File: config.mk
export PLATFORM = sky130hd
export DESIGN_NAME = operand_sequencer
export DESIGN_NICKNAME = d
export VERILOG_FILES = /design/src/rtl/calc_pkg.sv /design/src/rtl/btn_sync_edge.sv /design/src/rtl/operand_sequencer.sv
export SDC_FILE = /design/constraint.sdc
export NUM_CORES = 1
export LEC_CHECK = 0
export BUFFER_PORTS_ARGS = -buffer_cell sky130_fd_sc_hd__buf_4
export CORE_AREA = 2 2 45 55
export DETAILED_ROUTE_END_ITERATION = 10
export DIE_AREA = 0 0 47 57
export GPL_TIMING_DRIVEN = 0
export PLACE_DENSITY = 0.74
export REMOVE_ABC_BUFFERS = 1
export SYNTH_ARGS = -nofsm -noshare
export SYNTH_HDL_FRONTEND = slang
export SYNTH_SLANG_ARGS = --single-unit
File: constraint.sdc
create_clock -name clk -period 2.4 [get_ports clk]
set_input_delay 0.12 -clock clk [delete_from_list [all_inputs] [get_ports clk]]
set_output_delay 0.12 -clock clk [all_outputs]
set_load 0.01 [all_outputs]
File: src/rtl/calc_pkg.sv
// Shared types and helpers for the sign-magnitude calculator front end.
// Operands are 3-bit sign-magnitude values; results are 4-bit sign-magnitude values.
package calc_pkg;

    localparam int OPERAND_W    = 3;
    localparam int RESULT_W     = 4;
    localparam int OPERAND_SIGN = OPERAND_W - 1;
    localparam int RESULT_SIGN  = RESULT_W - 1;

    typedef enum logic [1:0] {
        IDLE   = 2'd0,
        GOT_A  = 2'd1,
        SETTLE = 2'd2,
        DONE   = 2'd3
    } state_e;

    // Clears the sign bit of a zero-magnitude operand, so that negative zero never reaches the adder.
    function automatic logic [OPERAND_W-1:0] norm_sm(input logic [OPERAND_W-1:0] v);
        if (v[OPERAND_SIGN-1:0] == '0) begin
            return '0;
        end
        return v;
    endfunction

endpackage

File: src/rtl/btn_sync_edge.sv
// Synchronizes a raw asynchronous button through a flop chain.
// A rising-edge detector after the chain makes a one-cycle pulse per press.
module btn_sync_edge #(
    parameter int SYNC_STAGES = 2
) (
    input  logic clk,
    input  logic rst_n,
    input  logic btn_i,
    output logic pulse_o
);

    logic [SYNC_STAGES-1:0] sync_q;
    logic                   prev_q;

    always_ff @(posedge clk or negedge rst_n) begin
        if (!rst_n) begin
            sync_q <= '0;
            prev_q <= 1'b0;
        end else begin
            sync_q <= {sync_q[SYNC_STAGES-2:0], btn_i};
            prev_q <= sync_q[SYNC_STAGES-1];
        end
    end

    assign pulse_o = sync_q[SYNC_STAGES-1] & ~prev_q;

endmodule

File: src/rtl/operand_sequencer.sv
// Captures two operands from the switch bus, holds them on the adder inputs for a settle window,
// then registers the adder result and zero flag for display.
module operand_sequencer
    import calc_pkg::*;
#(
    parameter int SETTLE_CYCLES = 4,
    parameter int SYNC_STAGES   = 2
) (
    input  logic                 clk,
    input  logic                 rst_n,
    input  logic [OPERAND_W-1:0] sw_value,
    input  logic                 load_btn,
    input  logic                 clear_btn,
    output logic [OPERAND_W-1:0] num1,
    output logic [OPERAND_W-1:0] num2,
    input  logic [RESULT_W-1:0]  add_result,
    input  logic                 add_zero,
    output logic [RESULT_W-1:0]  result,
    output logic                 zero,
    output logic                 busy,
    output logic                 done,
    output logic [1:0]           stage
);

    localparam int CNT_W = 4;
    localparam logic [CNT_W-1:0] CNT_LAST = CNT_W'(SETTLE_CYCLES - 1);

    logic load_pulse;
    logic clear_pulse;

    state_e               state_q,  state_d;
    logic [CNT_W-1:0]     cnt_q,    cnt_d;
    logic [OPERAND_W-1:0] num1_q,   num1_d;
    logic [OPERAND_W-1:0] num2_q,   num2_d;
    logic [RESULT_W-1:0]  result_q, result_d;
    logic                 zero_q,   zero_d;

    btn_sync_edge #(.SYNC_STAGES(SYNC_STAGES)) u_load_sync (
        .clk     (clk),
        .rst_n   (rst_n),
        .btn_i   (load_btn),
        .pulse_o (load_pulse)
    );

    btn_sync_edge #(.SYNC_STAGES(SYNC_STAGES)) u_clear_sync (
        .clk     (clk),
        .rst_n   (rst_n),
        .btn_i   (clear_btn),
        .pulse_o (clear_pulse)
    );

    always_ff @(posedge clk or negedge rst_n) begin
        if (!rst_n) begin
            state_q  <= IDLE;
            cnt_q    <= '0;
            num1_q   <= '0;
            num2_q   <= '0;
            result_q <= '0;
            zero_q   <= 1'b0;
        end else begin
            state_q  <= state_d;
            cnt_q    <= cnt_d;
            num1_q   <= num1_d;
            num2_q   <= num2_d;
            result_q <= result_d;
            zero_q   <= zero_d;
        end
    end

    always_comb begin
        state_d  = state_q;
        cnt_d    = cnt_q;
        num1_d   = num1_q;
        num2_d   = num2_q;
        result_d = result_q;
        zero_d   = zero_q;

        // Clear outranks everything, including a load arriving in the same cycle.
        if (clear_pulse) begin
            state_d  = IDLE;
            cnt_d    = '0;
            num1_d   = '0;
            num2_d   = '0;
            result_d = '0;
            zero_d   = 1'b0;
        end else begin
            unique case (state_q)
                IDLE: begin
                    if (load_pulse) begin
                        num1_d  = norm_sm(sw_value);
                        state_d = GOT_A;
                    end
                end
                GOT_A: begin
                    if (load_pulse) begin
                        num2_d  = norm_sm(sw_value);
                        cnt_d   = '0;
                        state_d = SETTLE;
                    end
                end
                SETTLE: begin
                    if (cnt_q == CNT_LAST) begin
                        result_d = add_result;
                        zero_d   = add_zero;
                        state_d  = DONE;
                    end else begin
                        cnt_d = cnt_q + 1'b1;
                    end
                end
                DONE: begin
                    // Chained entry: new first operand, previous second operand and result kept.
                    if (load_pulse) begin
                        num1_d  = norm_sm(sw_value);
                        state_d = GOT_A;
                    end
                end
                default: state_d = IDLE;
            endcase
        end
    end

    assign num1   = num1_q;
    assign num2   = num2_q;
    assign result = result_q;
    assign zero   = zero_q;
    assign busy   = (state_q == SETTLE);
    assign done   = (state_q == DONE);
    assign stage  = state_q;

endmodule
==> flow_summary.yaml <==
run_status:
  status: "finished, final reports clean"
placement:
  port_buffers: 26
  dp_slack_ns: 0.5479
  dpl-instance-area_um2: 1245
  gp_congestion: 0.6980
  dp_hpwl_mm: 1.346
  dp_cells: 141
synthesis:
  synth_edf_count: 0
  synth_cells: 87
  ys_ff_latch: 23
  mappedNetlistArea_um2: 1037
  yosysSeqAreaShare_pct: 55.49
  synth.area.top_cells: "dfrtp_1 (55%), ha_1 (7.2%), a22o_1 (4.2%)"
  synth_cell_types: 30
  syn_area_per_cell_um2: 11.92
  synth-main-ff-cell: "dfrtp_1"
  synth.top_cell.area_share_pct: 55.49
  yosysMostFrequentCell: "dfrtp_1"
  synth_top_cells_by_count: "dfrtp_1 (23), inv_1 (7), nor2_1 (7)"
  yosys_warnings: 0
  async_flop_share_pct: 100.0
  synth_top_area_cell: "dfrtp_1"
cts:
  clock-sinks: 23
  htreeDepth: 1
  numCtsBuffers: 3
  clk_latency_ns: 0.31
  cts.repair.resized: 0
  post_cts_buffers: 0
  cts.clk_slew.worst_paths_ns: 0.12
  clk_path_buf_depth: 2
  cts_tree: "built"
  cts-root-buf: "clkbuf_4"
timing:
  maxSlewViolCount: 0
  worstMarginPinSlew_ns: 0.6660
  setup_viol: 0
  skew_ns: 0.003232
  finalCritPeriodShare_pct: 77.48
  rsz0062_at_grt: "no"
  max_freq_mhz: 537.7
  hold_viol: 0
  period_needed_ns: 1.860
  slew_headroom_pct: 54.90
  tns_ns: 0
  timing.final.ws_setup_ns: 0.5404
final_layout:
  n_antenna_cell: 0
  post-route-cell-area_um2: 1305
  synthToLayoutAreaGrowth_pct: 25.81
  stdcell_count: 148
  drive_gt1_share_pct: 28.21
  finalNetCount: 136
min_path:
  holdPathStages: 2
  holdPathEnd: "result[1]$_DFFE_PN0P_"
  hp-class: "in -> reg"
  worstHoldStart: "add_result[1]"
pwr:
  total_leakage_power_nw: 0.6581
  ir_worst_vdd_uv: 530.2
  power_density_nw_per_um2: 759.7
  power_mw: 0.9914
critical_path:
  cp.arrival_ns: 2.08
  reg2reg_to: "cnt_q[1]$_DFFE_PN0P_"
  worstSetupPathType: "reg -> reg"
  path_max_fanout: 7
  critPathBufInv: 1
  r2r_cells: 6
  required_ns: 2.62
  cp_slowest_cell: "dfrtp_1"
  cp-end-kind: "flip-flop"
  r2r_slack_ns: 0.54
  worstPathCellList: "inv_1 -> ha_1 -> nor4bb_1 -> and2_1 -> o21ai_1 -> o31ai_1"
  critical_path_depth: 6
  regToRegStartpoint: "stage[0]$_DFFE_PN0P_"
  cp-start-kind: "flip-flop"
  critPathMaxStageDelay_ns: 0.44
  cpLargestDelayFamily: "simple AND/OR/NAND/NOR gates"
floorplan:
  die_height_um: 57
  start_util_pct: 47.43
  dieArea_um2: 2679
  die_x_um: 47
  ios: 27
  core.rowCount: 19
  core-area_um2: 2187
run:
  maxCapViolCount: 0
global_route:
  grt_overflow: 0
  antenna_found_initial: 0
  grt.total_usage_pct: 16.63
  grt_pass1_vias: 771
  grt_max_degree: 24
  grt_pass1_wl_mm: 3.187
route:
  dr.first_iter.drc_count: 8
  drc: 0
  antenna_left: 0
  viasPerCell: 5.128
  wl_per_cell_um: 12.19
  drt_wl_total_mm: 1.804
  via_count: 759
  dr.pass1.iters: 4
## cell families (layout without fill, tap and decap cells)
| logic type | Yosys count | in the layout | synth area share, % |
|---|---|---|---|
| AO/OA/AOI/OAI | 21 | 21 | 14.11 |
| adder cells (fa/ha/maj) | 6 | 6 | 7.237 |
| buffers and inverters | 10 | 40 | 5.066 |
| flip-flops | 23 | 23 | 55.49 |
| multiplexers | 3 | 3 | 3.016 |
| AND/OR/NAND/NOR | 24 | 24 | 15.08 |
## stage by stage
stage	util, %	hold slack [ns]
floorplan	-	-0.1756
global placement	56.92	0.02631
detailed placement	56.92	0.03023
CTS	59.67	0.001370
global route	59.67	0.0001663
finish	59.67	0.01360
## sequential cells by signal (all words and copies together), names as in the netlist
signal               count
cnt_q                    4
u_load_sync.prev_q       1
u_clear_sync.prev_q      1
result                   4
num1                     3
zero                     1
stage                    2
num2                     3
u_clear_sync.sync_q      2
u_load_sync.sync_q       2
## cell type report
class	count	area, um^2
inverter	7	26.28
timing repair buffer	29	225.2
clock buffer	3	22.52
fill	199	882.1
clock inverter	1	7.507
tap	31	38.79
sequential	23	575.6
multi-input combinational	54	409.1
## worst max-delay path by stage
stage / startpoint / end
6_report: stage[0]$_DFFE_PN0P_ / cnt_q[1]$_DFFE_PN0P_
5_1_grt: stage[0]$_DFFE_PN0P_ / cnt_q[1]$_DFFE_PN0P_
4_1_cts: stage[0]$_DFFE_PN0P_ / cnt_q[1]$_DFFE_PN0P_
3_5_place_dp: stage[0]$_DFFE_PN0P_ / cnt_q[1]$_DFFE_PN0P_
3_3_place_gp: stage[0]$_DFFE_PN0P_ / cnt_q[1]$_DFFE_PN0P_
2_1_floorplan: stage[0]$_DFFE_PN0P_ / cnt_q[3]$_DFFE_PN0P_
## routing by layer
metal	GRT usage (%)	part of all wire (%)
met1	19.54	44
met4	7.143	2.5
met2	27.98	49
met5	0	0
met3	3.797	4.0
## placed cells by master, fill, tap and decap left out, types with 3 or more instances in the layout
cell,count
buf_4,26
dfrtp_1,23
inv_1,7
nor2_1,7
ha_1,6
nand3_1,5
a22o_1,5
o21ai_0,4
o21ai_1,3
clkbuf_4,3
dlygate4sd3_1,3
## what timing repair did
item / in CTS / in global routing
endpoints found under the setup margin: 0 / 0
hold buffers: 3 / 0
hold endpoints to repair: 25 / 0
## power by group
group / internal (mW) / total (mW) / switching [mW]
Combinational: 0.160 / 0.334 / 0.174
Clock: 0.0637 / 0.180 / 0.117
Sequential: 0.438 / 0.477 / 0.0391
Total: 0.662 / 0.991 / 0.329
Power figures use the tool's default switching activity.
